File: src/rtl/au_pkg.sv
// Shared arithmetic-unit definitions: prefix-network architecture codes and a
// behavioural leading-one reference for scoreboards.
package au_pkg;

    localparam int AU_ARCH_RIPPLE = 0;
    localparam int AU_ARCH_PREFIX = 1;
    localparam int AU_MAX_WIDTH   = 64;

    // One-hot of the most significant set bit among the low `width` bits of a.
    function automatic logic [AU_MAX_WIDTH-1:0] lzd_onehot(
        input logic [AU_MAX_WIDTH-1:0] a,
        input int                      width
    );
        logic [AU_MAX_WIDTH-1:0] result;
        logic                    found;
        result = '0;
        found  = 1'b0;
        for (int i = AU_MAX_WIDTH - 1; i >= 0; i--) begin
            if (!found && (i < width) && a[i]) begin
                result[i] = 1'b1;
                found     = 1'b1;
            end
        end
        return result;
    endfunction

endpackage

File: src/rtl/au_prefix_or.sv
// MSB-first prefix OR: p[i] is the OR of a[WIDTH-1:i]. ARCH selects a ripple
// chain or a Sklansky log-depth tree; both compute the same function.
module au_prefix_or
    import au_pkg::*;
#(
    parameter int WIDTH = 8,
    parameter int ARCH  = AU_ARCH_RIPPLE
) (
    input  logic [WIDTH-1:0] a,
    output logic [WIDTH-1:0] p
);

    generate
        if (ARCH == AU_ARCH_PREFIX) begin : g_sklansky
            localparam int LEVELS = (WIDTH > 1) ? $clog2(WIDTH) : 1;

            // Index 0 of r is the MSB of a, so a standard LSB-first tree applies.
            logic [WIDTH-1:0] r;
            logic [WIDTH-1:0] lvl [LEVELS+1];

            for (genvar gi = 0; gi < WIDTH; gi++) begin : g_rev
                assign r[gi]           = a[WIDTH-1-gi];
                assign p[WIDTH-1-gi]   = lvl[LEVELS][gi];
            end

            // Upper half of each 2^k block ORs in the last bit of its lower half;
            // indices past WIDTH simply do not exist, which prunes the tree.
            always_comb begin
                for (int k = 0; k <= LEVELS; k++) begin
                    lvl[k] = '0;
                end
                lvl[0] = r;
                for (int k = 1; k <= LEVELS; k++) begin
                    for (int j = 0; j < WIDTH; j++) begin
                        if (j[k-1]) begin
                            lvl[k][j] = lvl[k-1][j]
                                      | lvl[k-1][((j >> k) << k) + (1 << (k - 1)) - 1];
                        end else begin
                            lvl[k][j] = lvl[k-1][j];
                        end
                    end
                end
            end
        end else begin : g_ripple
            always_comb begin
                p            = '0;
                p[WIDTH-1]   = a[WIDTH-1];
                for (int i = WIDTH - 2; i >= 0; i--) begin
                    p[i] = p[i+1] | a[i];
                end
            end
        end
    endgenerate

endmodule

File: src/rtl/au_lead_zero_det.sv
// Registered leading-one detector: one-hot of the most significant '1' in a,
// plus a flag when a is all zeros. One pipeline stage.
module au_lead_zero_det
    import au_pkg::*;
#(
    parameter int WIDTH = 8,
    parameter int ARCH  = AU_ARCH_RIPPLE
) (
    input  logic             clk,
    input  logic             rst_n,
    input  logic [WIDTH-1:0] a,
    output logic [WIDTH-1:0] z,
    output logic             no_det
);

    logic [WIDTH-1:0] p;
    logic [WIDTH-1:0] zc;
    logic             no_det_c;

    au_prefix_or #(
        .WIDTH (WIDTH),
        .ARCH  (ARCH)
    ) u_prefix_or (
        .a (a),
        .p (p)
    );

    // A bit is the leader when it is set and nothing above it is.
    generate
        for (genvar gi = 0; gi < WIDTH; gi++) begin : g_onehot
            if (gi == WIDTH - 1) begin : g_msb
                assign zc[gi] = a[gi];
            end else begin : g_low
                assign zc[gi] = a[gi] & ~p[gi+1];
            end
        end
    endgenerate

    assign no_det_c = ~p[0];

    always_ff @(posedge clk or negedge rst_n) begin
        if (!rst_n) begin
            z      <= '0;
            no_det <= 1'b1;
        end else begin
            z      <= zc;
            no_det <= no_det_c;
        end
    end

endmodule

File: config.mk
export PLATFORM = sky130hd
export DESIGN_NAME = au_lead_zero_det
export DESIGN_NICKNAME = d
export VERILOG_FILES = /design/src/rtl/au_pkg.sv /design/src/rtl/au_prefix_or.sv /design/src/rtl/au_lead_zero_det.sv
export SDC_FILE = /design/constraint.sdc
export NUM_CORES = 1
export LEC_CHECK = 0
export BUFFER_PORTS_ARGS = -buffer_cell sky130_fd_sc_hd__buf_2
export CAP_MARGIN = 10
export CORE_AREA = 2 2 39 41
export DETAILED_ROUTE_END_ITERATION = 16
export DIE_AREA = 0 0 41 43
export MAX_ROUTING_LAYER = met4
export PLACE_DENSITY_LB_ADDON = 0.1
export SYNTH_ARGS = -nofsm -noshare
export SYNTH_HDL_FRONTEND = slang
export SYNTH_HIERARCHICAL = 1
export SYNTH_SLANG_ARGS = --single-unit
File: constraint.sdc
create_clock -name clk -period 0.8 [get_ports clk]
set_input_delay 0.08 -clock clk [delete_from_list [all_inputs] [get_ports clk]]
set_output_delay 0.08 -clock clk [all_outputs]
set_load 0.005 [all_outputs]
# Yosys cells after proc, flatten, opt, wreduce, memory -nomap -nowiden
# Cells that the tools add are included.
[op_classes] add_sub_neg=0 multipliers=0 div=0 order_cmp=0 eq_ne=0 shift=0 n_mux=0 n_bitwise=22 reduce_logical=0
[op_table] operator="inverter 1 bit" count=8
[op_table] operator="AND 1 bit" count=7
[op_table] operator="bitwise OR 1 bit" count=7
[word_totals] reg_bits=9 latchBits=0 ram_bits=0 mem_bits_ro=0 in_bits=10 out_inout_bits=9 word_cells=24 mem_count=0

# Depth between registers and ports, before layout
# Gate-level depths: netlist of the first run.
[logic_depth] ltp_word=8 mapped_depth=3 mapped_depth_nobuf=3

# Modules after synthesis
# Netlist of the first run, hierarchy kept.
[by_module_without_submodules] mod="au_lead_zero_det" instances=1 cells_per_inst=17 area_per_inst_um2=326.6 seq_area_each_um2=226.5
[by_module_without_submodules] mod="au_prefix_or" instances=1 cells_per_inst=11 area_per_inst_um2=76.3 seq_area_each_um2=0.0

# Worst setup path before layout of the first run
# Ideal clock, no wire load.
[synth_path] kind="input to register" from="input a[6]" to="register z[4]" setup_time_ns=0.068 arrival_time_ns=0.675 t_required_ns=0.732 setup_slack_ns=0.057 stages=2 path_buffers=0 cell_sequence="or3_2 > nor2b_4"
[synth_via] elab_chain_len=4
[synth_rtl] element="start: declaration" line="au_lead_zero_det.sv:11" text="input logic [WIDTH-1:0] a,"
[synth_rtl] element="bitwise OR 1 bit (2 in a row)" line="au_prefix_or.sv:49" text="p[i] = p[i+1] | a[i];"
[synth_rtl] element="inverter 1 bit" line="au_lead_zero_det.sv:34" text="assign zc[gi] = a[gi] & ~p[gi+1];"
[synth_rtl] element="AND 1 bit" line="au_lead_zero_det.sv:34"
[synth_rtl] element="via zc[4]" line="au_lead_zero_det.sv:17" text="logic [WIDTH-1:0] zc;"
[synth_rtl] element="end signal: assignment" line="au_lead_zero_det.sv:46" text="z <= zc;"
[synth_rtl] element="end: declaration" line="au_lead_zero_det.sv:12" text="output logic [WIDTH-1:0] z,"
# The timed path passes the listed nets, and every way through them passes these cells.

# Worst setup path after layout of the first run
[layout_path] from="register no_det" to="output no_det"
[layout_lines] element="start: declaration" line="au_lead_zero_det.sv:13" text="output logic no_det"
[layout_lines] element="start signal: assignment" line="au_lead_zero_det.sv:47" text="no_det <= no_det_c;"
# No word-level cell between the ends.

==> reports/qor.yml, run 1 <==
outcome: "finished, violations left"
fmaxAchievable_ghz: 1.07
die-area_sq_mm: 0.00176
grt_pass1_vias: 248
nFillCells: 154
ys_warn_count: 6
gp_congestion: 0.600
hold_viol_final: 0
grtUsageTotal_pct: 8.43
num_rows: 14
worst_setup_path_end_kind: "output port"
p_total_mw: 0.903
antenna_found_initial: 0
avgViaCountPerCell: 4.12
synthesis.nets: 38
synth_top_area_share_pct: 49.7
critPathBufInv: 1
n_antenna_cell: 0
nets: 62
stdcell_count: 67
dp.cells: 62
cp_cell_sequence: "buf_2"
crit_type: "reg2out"
synthCells: 28
slowest_stage: "dfstp_2"
synth_area_per_cell_sq_um: 14.4
vias: 276
cts.sinks: 9
netlist_area_sq_um: 403
place_hpwl_microns: 551
hold_path_class: "in2reg"
hold_slack_ns: 0.0540
drt_pass1_iterations: 1
grt_max_degree: 10
rsz0062_at_grt: "true"
fp.dieW_microns: 41
core_area_sq_mm: 0.00138
drv_slew: 0
cts-resized-gates: 0
drt.antenna.violating_nets: 0
final_common_cell: "buf_2"
ys_top_cells_by_area: "dfrtp_1 (50%), nor2b_4 (24%), dfstp_2 (6.5%), nor4_4 (5.3%), buf_4 (1.9%)"
leakagePower_nw: 0.291
drive_above_1_share_pct: 64.7
finalSetupTns_ns: -0.156
portBuffers: 18
numCtsBuffers: 3
crit_family: "flip-flops"
period_minus_slack_ns: 0.934
setup-violations-final: 7
clockBufferDepth: 2
synth_top_area_cell: "dfrtp_1"
synth.distinct_cells: 13
cp_slowest_stage_delay_ns: 0.51
start_kind: "flop"
post_cts_buffers: 0
p_per_area_mw_per_mm2: 1640
arrival_ns: 0.85
period_share_pct: 117
drt-initial-drc-count: 0
setup_slack_ns: -0.134
drv_cap: 0
cts_tree: "done"
ys_seq_area_share_pct: 56.2
ctsHtreeMaxLevel: 1
chipHeight_microns: 43
cts-root-buf: "clkbuf_4"
slew-limit-headroom_pct: 79.1
drc_errors: 0
syn2layout_area_growth_pct: 36.3
synth_seq_cells: 9
pin_count: 19
peakVddDrop_uv: 854
layout_common_cells: "buf_2 (18), dfrtp_1 (8), nor2b_4 (7)"
worst_pin_slew_ns: 0.311
clk_pin_slew_ns: 0.06
wire_per_inst_microns: 9.67
grt_pass1_wl_microns: 883
initial_core_util_pct: 29.1
wl_microns: 648
dpl_worst_slack_ns: -0.118
path_max_fanout: 1
overflow: 0
violations: "negative setup slack"
worstPathRequired_ns: 0.72
==> cells by family (layout without fill, tap and decap cells) <==
| family | after synthesis | count (layout) | share of synthesized area, % |
|---|---|---|---|
| flip-flops | 9 | 9 | 56.2 |
| buffers and inverters | 3 | 26 | 3.73 |
| AND/OR/NAND/NOR | 16 | 16 | 40.1 |
==> per-layer routing <==
layer  wire (microns)  GRT usage [%]  share of wire (%)
met3               93           3.14                 14
met2              338           11.9                 52
met1              215           8.33                 33
met4                0           8.00                  0
met5                0              -                  0
==> report_power, final <==
part	total [mW]	internal [mW]	leakage, nW	switching (mW)
clock network	0.331	0.191	0.0150	0.140
registers	0.468	0.466	0.118	0.00211
logic	0.104	0.0564	0.159	0.0473
==> through the flow <==
stage | instance area (sq um) | util, %
6_report | 549 | 39.7
2_1_floorplan | 403 | -
5_1_grt | 549 | 39.7
4_1_cts | 549 | 39.7
3_3_place_gp | 513 | 37.1
3_5_place_dp | 513 | 37.1
==> synth_stat cells <==
| cell | number |
|---|---|
| or3_2 | 1 |
| buf_4 | 1 |
| dfstp_2 | 1 |
| nor4_4 | 1 |
| dfrtp_1 | 8 |
| inv_1 | 2 |
| nand3b_1 | 1 |
| or2_2 | 1 |
| nand2b_1 | 1 |
| nor2_1 | 1 |
| nor2b_4 | 7 |
| nand2_1 | 2 |
| nor3_1 | 1 |
==> what timing repair did <==
action                                  4_1_cts  5_1_grt
hold buffers                                  1        0
hold endpoints to repair                      9        0
endpoints found under the setup margin        9        9
pin swaps                                     0        0
==> registers in the layout, summed over array words and instances (netlist names) <==
register,flops
no_det,1
z,8
==> worst paths after layout <==
path | start | endpoint | cells past startpoint
setup / recovery | no_det | no_det | 1
max in group asynchronous | rst_n | no_det | 2
min in group asynchronous | rst_n | z[3] | 2
hold / removal | a[0] | no_det | 3
==> cell type report <==
| cell class | instances | area [sq um] | area share (%) |
|---|---|---|---|
| tap | 16 | 20.0 | 3.64 |
| sequential | 9 | 226 | 41.2 |
| multi-input combinational | 16 | 161 | 29.4 |
| clock buffer | 4 | 26.3 | 4.78 |
| inverter | 2 | 7.51 | 1.37 |
| timing repair buffer | 20 | 108 | 19.6 |
No activity file was read; power rests on OpenSTA's default activity.
==> run 2, diff against run 1 <==
--- a/config.mk
+++ b/config.mk
@@ -5,13 +5,14 @@
 export SDC_FILE = /design/constraint.sdc
 export NUM_CORES = 1
 export LEC_CHECK = 0
-export BUFFER_PORTS_ARGS = -buffer_cell sky130_fd_sc_hd__buf_2
 export CAP_MARGIN = 10
 export CORE_AREA = 2 2 39 41
 export DETAILED_ROUTE_END_ITERATION = 16
 export DIE_AREA = 0 0 41 43
+export DONT_BUFFER_PORTS = 1
 export MAX_ROUTING_LAYER = met4
 export PLACE_DENSITY_LB_ADDON = 0.1
+export SLEW_MARGIN = 20
 export SYNTH_ARGS = -nofsm -noshare
 export SYNTH_HDL_FRONTEND = slang
 export SYNTH_HIERARCHICAL = 1
==> reports/qor.yml, run 2 (synthesized netlist as in run 1, its figures left out) <==
outcome: "finished, violations left"
violations: "negative hold slack, negative setup slack"
worst_setup_path_end_kind: "output port"
start_kind: "flop"
crit_cells: 0  # -1
drv_cap: 0  # unchanged
grt_pass1_wl_microns: 897  # +1.6%
p_per_area_mw_per_mm2: 1840  # +12%
place_hpwl_microns: 489  # -11%
grtUsageTotal_pct: 8.47  # +0.042 points
nFillCells: 145  # -5.8%
drt-initial-drc-count: 1  # +1
hold_buffers: 3  # +2
drt.antenna.violating_nets: 0  # unchanged
nets: 45  # -27%
vias: 218  # -21%
utilization_pct: 34.1  # -5.6 points
slew-limit-headroom_pct: 72.4  # -6.7 points
cts-resized-gates: 0  # unchanged
setup_slack_ns: -0.0552  # +0.0789 ns
setup-violations-final: 1  # -6
final_common_cell: "dfrtp_1"
largestRegisters: "z (8), no_det (1)"
avgViaCountPerCell: 4.36  # +5.8%
fmaxAchievable_ghz: 1.17  # +9.2%
leakagePower_nw: 0.214  # -27%
grt_max_degree: 10  # unchanged
layout_common_cells: "dfrtp_1 (8), nor2b_4 (7), clkbuf_4 (3), dlygate4sd3_1 (3)"
syn2layout_area_growth_pct: 17.1
portBuffers: 0  # -18
wl_microns: 608  # -6.2%
fp.dieW_microns: 41  # unchanged
cts.sinks: 9  # unchanged
worst_pin_slew_ns: 0.413  # +0.101 ns
drc_errors: 0  # unchanged
min_to: "z[7]"
worstPathRequired_ns: 0.72  # about the same
hold_slack_ns: -0.145  # -0.199 ns
rsz0062_at_grt: "true"
arrival_ns: 0.78  # -0.07 ns
hold_path_class: "in2reg"
finalSetupTns_ns: -0.0552  # +0.101 ns
core_area_sq_mm: 0.00138  # unchanged
num_rows: 14  # unchanged
largest-register: "z"
period_minus_slack_ns: 0.855  # -0.0789 ns
ctsHtreeMaxLevel: 1  # unchanged
peakVddDrop_uv: 568  # -34%
drt_pass1_iterations: 3  # +2
largest_register_ffs: 8  # unchanged
gp_congestion: 0.503  # -16%
holdPathStages: 0  # -3
pin_count: 19  # unchanged
drv_slew: 0  # unchanged
crit_type: "reg2out"
initial_core_util_pct: 29.1  # unchanged
placed_cell_area_sq_um: 415  # -19%
cts_tree: "done"
n_antenna_cell: 0  # unchanged
overflow: 0  # unchanged
clk_pin_slew_ns: 0.06  # about the same
cts-root-buf: "clkbuf_4"
antenna_found_initial: 0  # unchanged
dpl_worst_slack_ns: 0.00172  # +0.120 ns
chipHeight_microns: 43  # unchanged
die-area_sq_mm: 0.00176  # unchanged
post_cts_buffers: 0  # unchanged
grt_pass1_vias: 238  # -4.0%
period_share_pct: 107  # -9.9 points
worstHoldStart: "a[7]"
clockBufferDepth: 2  # unchanged
drive_above_1_share_pct: 41.2  # -24 points
numCtsBuffers: 3  # unchanged
wire_per_inst_microns: 12.2  # +26%
fin_area_sq_um: 472  # -14%
path_max_fanout: 1  # unchanged
hold_viol_final: 7  # +7
-- run 2: cell types whose count changed in the layout (fill, tap and decap cells not counted), sizes merged --
| cell | previous run | this run |
|---|---|---|
| dlygate4sd3 | 1 | 3 |
| buf | 19 | 0 |
-- run 2: how the worst max path moves through the flow --
stage | start | endpoint
after floorplan | a[6] | z[4]
after global placement | a[6] | z[0]
after detailed placement | a[6] | z[0]
after CTS | no_det | no_det
after global routing | no_det | no_det
final | no_det | no_det
-- run 2: power breakdown --
group / internal [mW] / leakage (nW) / switching, mW / total, mW
Sequential: 0.466 / 0.118 / 0.00549 / 0.471
Clock: 0.191 / 0.0150 / 0.147 / 0.339
Combinational: 0.0382 / 0.0811 / 0.0213 / 0.0595
Total: 0.696 / 0.214 / 0.174 / 0.870
-- run 2: layer usage --
| metal | track usage [%] | vias up | wire length (microns) |
|---|---|---|---|
| li1 | - | 99 | - |
| met3 | 3.66 | 0 | 97 |
| met5 | - | - | 0 |
| met2 | 12.5 | 16 | 325 |
| met4 | 8.00 | 0 | 0 |
| met1 | 7.49 | 103 | 184 |
-- run 2: repair_timing --
action	4_1_cts	5_1_grt
endpoints found under the setup margin	1	1
endpoints found under the hold margin	18	7
cloned	0	0
pin swaps	0	0
-- run 2: per-stage QoR --
step                instances  power, mW
floorplan                  28      0.520
global placement           43      0.519
detailed placement         43      0.520
CTS                        50      0.898
global route               50      0.935
finish                     50      0.870
-- run 2: final cells by class --
cell class	instances	area, sq um	area share [%]
inverter	2	7.51	1.59
clock buffer	4	26.3	5.57
multi-input combinational	16	161	34.2
tap	16	20.0	4.24
timing repair buffer	3	30.0	6.37
sequential	9	226	48.0
==> run 3, diff against run 2 <==
--- a/config.mk
+++ b/config.mk
@@ -10,6 +10,7 @@
 export DETAILED_ROUTE_END_ITERATION = 16
 export DIE_AREA = 0 0 41 43
 export DONT_BUFFER_PORTS = 1
+export GPL_TIMING_DRIVEN = 0
 export MAX_ROUTING_LAYER = met4
 export PLACE_DENSITY_LB_ADDON = 0.1
 export SLEW_MARGIN = 20
==> constraint.sdc (replaced) <==
create_clock -name clk -period 0.9 [get_ports clk]
set_input_delay 0.09 -clock clk [delete_from_list [all_inputs] [get_ports clk]]
set_output_delay 0.09 -clock clk [all_outputs]
set_load 0.005 [all_outputs]
==> reports/qor.yml, run 3 (synthesized netlist as in run 1, its figures left out) <==
outcome: "finished, violations left"
violations: "negative hold slack"
swShare_pct: 20.1  # +0.042 points
clk_pin_slew_ns: 0.06  # about the same
overflow: 0  # unchanged
hold_buffers: 4  # +1
chipHeight_microns: 43  # unchanged
num_rows: 14  # unchanged
largestRegisters: "z (8), no_det (1)"
met1_usage_pct: 7.49  # unchanged
hold_slack_ns: -0.135  # +0.00994 ns
stdcell_count: 52  # +4.0%
portBuffers: 0  # unchanged
period_minus_slack_ns: 0.866
rsz0062_at_grt: "true"
core_area_sq_mm: 0.00138  # unchanged
slew-limit-headroom_pct: 71.8  # -0.57 points
switchingPower_mw: 0.156  # -10%
grtUsageTotal_pct: 9.92  # +1.4 points
wl_microns: 679  # +12%
drv_cap: 0  # unchanged
clockBufferDepth: 2  # unchanged
drt.antenna.violating_nets: 0  # unchanged
worstPathRequired_ns: 0.81  # +0.09 ns
cts.sinks: 9  # unchanged
fin_area_sq_um: 489  # +3.7%
ctsHtreeMaxLevel: 1  # unchanged
worst_setup_path_end_kind: "output port"
layout_common_cells: "dfrtp_1 (8), nor2b_4 (7), dlygate4sd3_1 (4)"
fp.dieW_microns: 41  # unchanged
top_usage_layer: "met2"
largest_register_ffs: 8  # unchanged
finalSetupTns_ns: 0  # +0.0552 ns
cts-resized-gates: 0  # unchanged
worst_pin_slew_ns: 0.421  # +0.00856 ns
intPower_mw: 0.623  # -10%
met2_usage_pct: 15.6  # +3.1 points
p_clk_share_pct: 38.6  # -0.4 points
dpl_worst_slack_ns: 0.0450  # +0.0433 ns
drc_errors: 0  # unchanged
place_hpwl_microns: 500  # +2.4%
cts-root-buf: "clkbuf_4"
pin_count: 19  # unchanged
avgViaCountPerCell: 4.33  # -0.76%
utilization_pct: 35.4  # +1.3 points
use_met3_pct: 4.19  # +0.52 points
grt_pass1_wl_microns: 1010  # +13%
crit_type: "reg2out"
n_antenna_cell: 0  # unchanged
power_frac_comb_pct: 7.7  # +0.9 points
die-area_sq_mm: 0.00176  # unchanged
initial_core_util_pct: 29.1  # unchanged
placed_cell_area_sq_um: 423  # +1.8%
p_per_area_mw_per_mm2: 1590  # -14%
p_total_mw: 0.779  # -10%
setup-violations-final: 0  # -1
grt_pass1_vias: 271  # +14%
largest-register: "z"
drv_slew: 0  # unchanged
nets: 47  # +4.4%
dp.cells: 44  # +2.3%
wire_per_inst_microns: 13.1  # +7.4%
grt_max_degree: 10  # unchanged
start_kind: "flop"
hold_path_class: "in2reg"
antenna_found_initial: 0  # unchanged
vias: 225  # +3.2%
numCtsBuffers: 3  # unchanged
arrival_ns: 0.78  # about the same
final_common_cell: "dfrtp_1"
fmaxAchievable_ghz: 1.15
seq_power_share_pct: 53.7  # -0.5 points
drive_above_1_share_pct: 41.7  # +0.49 points
period_share_pct: 96.2
syn2layout_area_growth_pct: 21.4
leakagePower_nw: 0.225  # +5.2%
path_max_fanout: 1  # unchanged
peakVddDrop_uv: 571  # +0.67%
cts_tree: "done"
setup_slack_ns: 0.0340  # +0.0892 ns
hold_viol_final: 6  # -1
drt_pass1_iterations: 1  # -2
gp_congestion: 0.498  # -0.97%
drt-initial-drc-count: 0  # -1
[run 3: cell types whose count changed in the layout (fill, tap and decap cells not counted)]
cell,previous run,this run
buf_4,0,1
dlygate4sd3_1,3,4
[run 3: per-layer routing]
metal  up-vias  wire (microns)
met5         -               0
met4         0               0
met3         0              91
met2        15             381
met1       108             206
li1        102               -
[run 3: power by group through the flow]
stage	clock network [mW]	registers [mW]	logic [mW]
5_1_grt	0.360	0.419	0.0648
2_1_floorplan	0	0.425	0.0376
3_5_place_dp	0	0.427	0.0401
3_3_place_gp	0	0.426	0.0392
4_1_cts	0.326	0.419	0.0610
6_report	0.300	0.419	0.0600
[run 3: final timing paths]
check | startpoint | end | cells after the start
hold / removal | a[7] | z[7] | 0
setup / recovery | no_det | no_det | 0
min in group asynchronous | rst_n | z[0] | 1
max in group asynchronous | rst_n | no_det | 1
[run 3: layout make-up]
type                       count  area [sq um]
multi-input combinational     16           161
timing repair buffer           4          40.0
buffer                         1          7.51
tap                           16          20.0
sequential                     9           226
inverter                       2          7.51
fill                         142           895
clock buffer                   4          26.3
[run 3: repair_timing]
| action | in CTS | in global routing |
|---|---|---|
| endpoints found under the hold margin | 18 | 6 |
| buffers inserted | 0 | 0 |
| setup endpoints to repair | 0 | 1 |
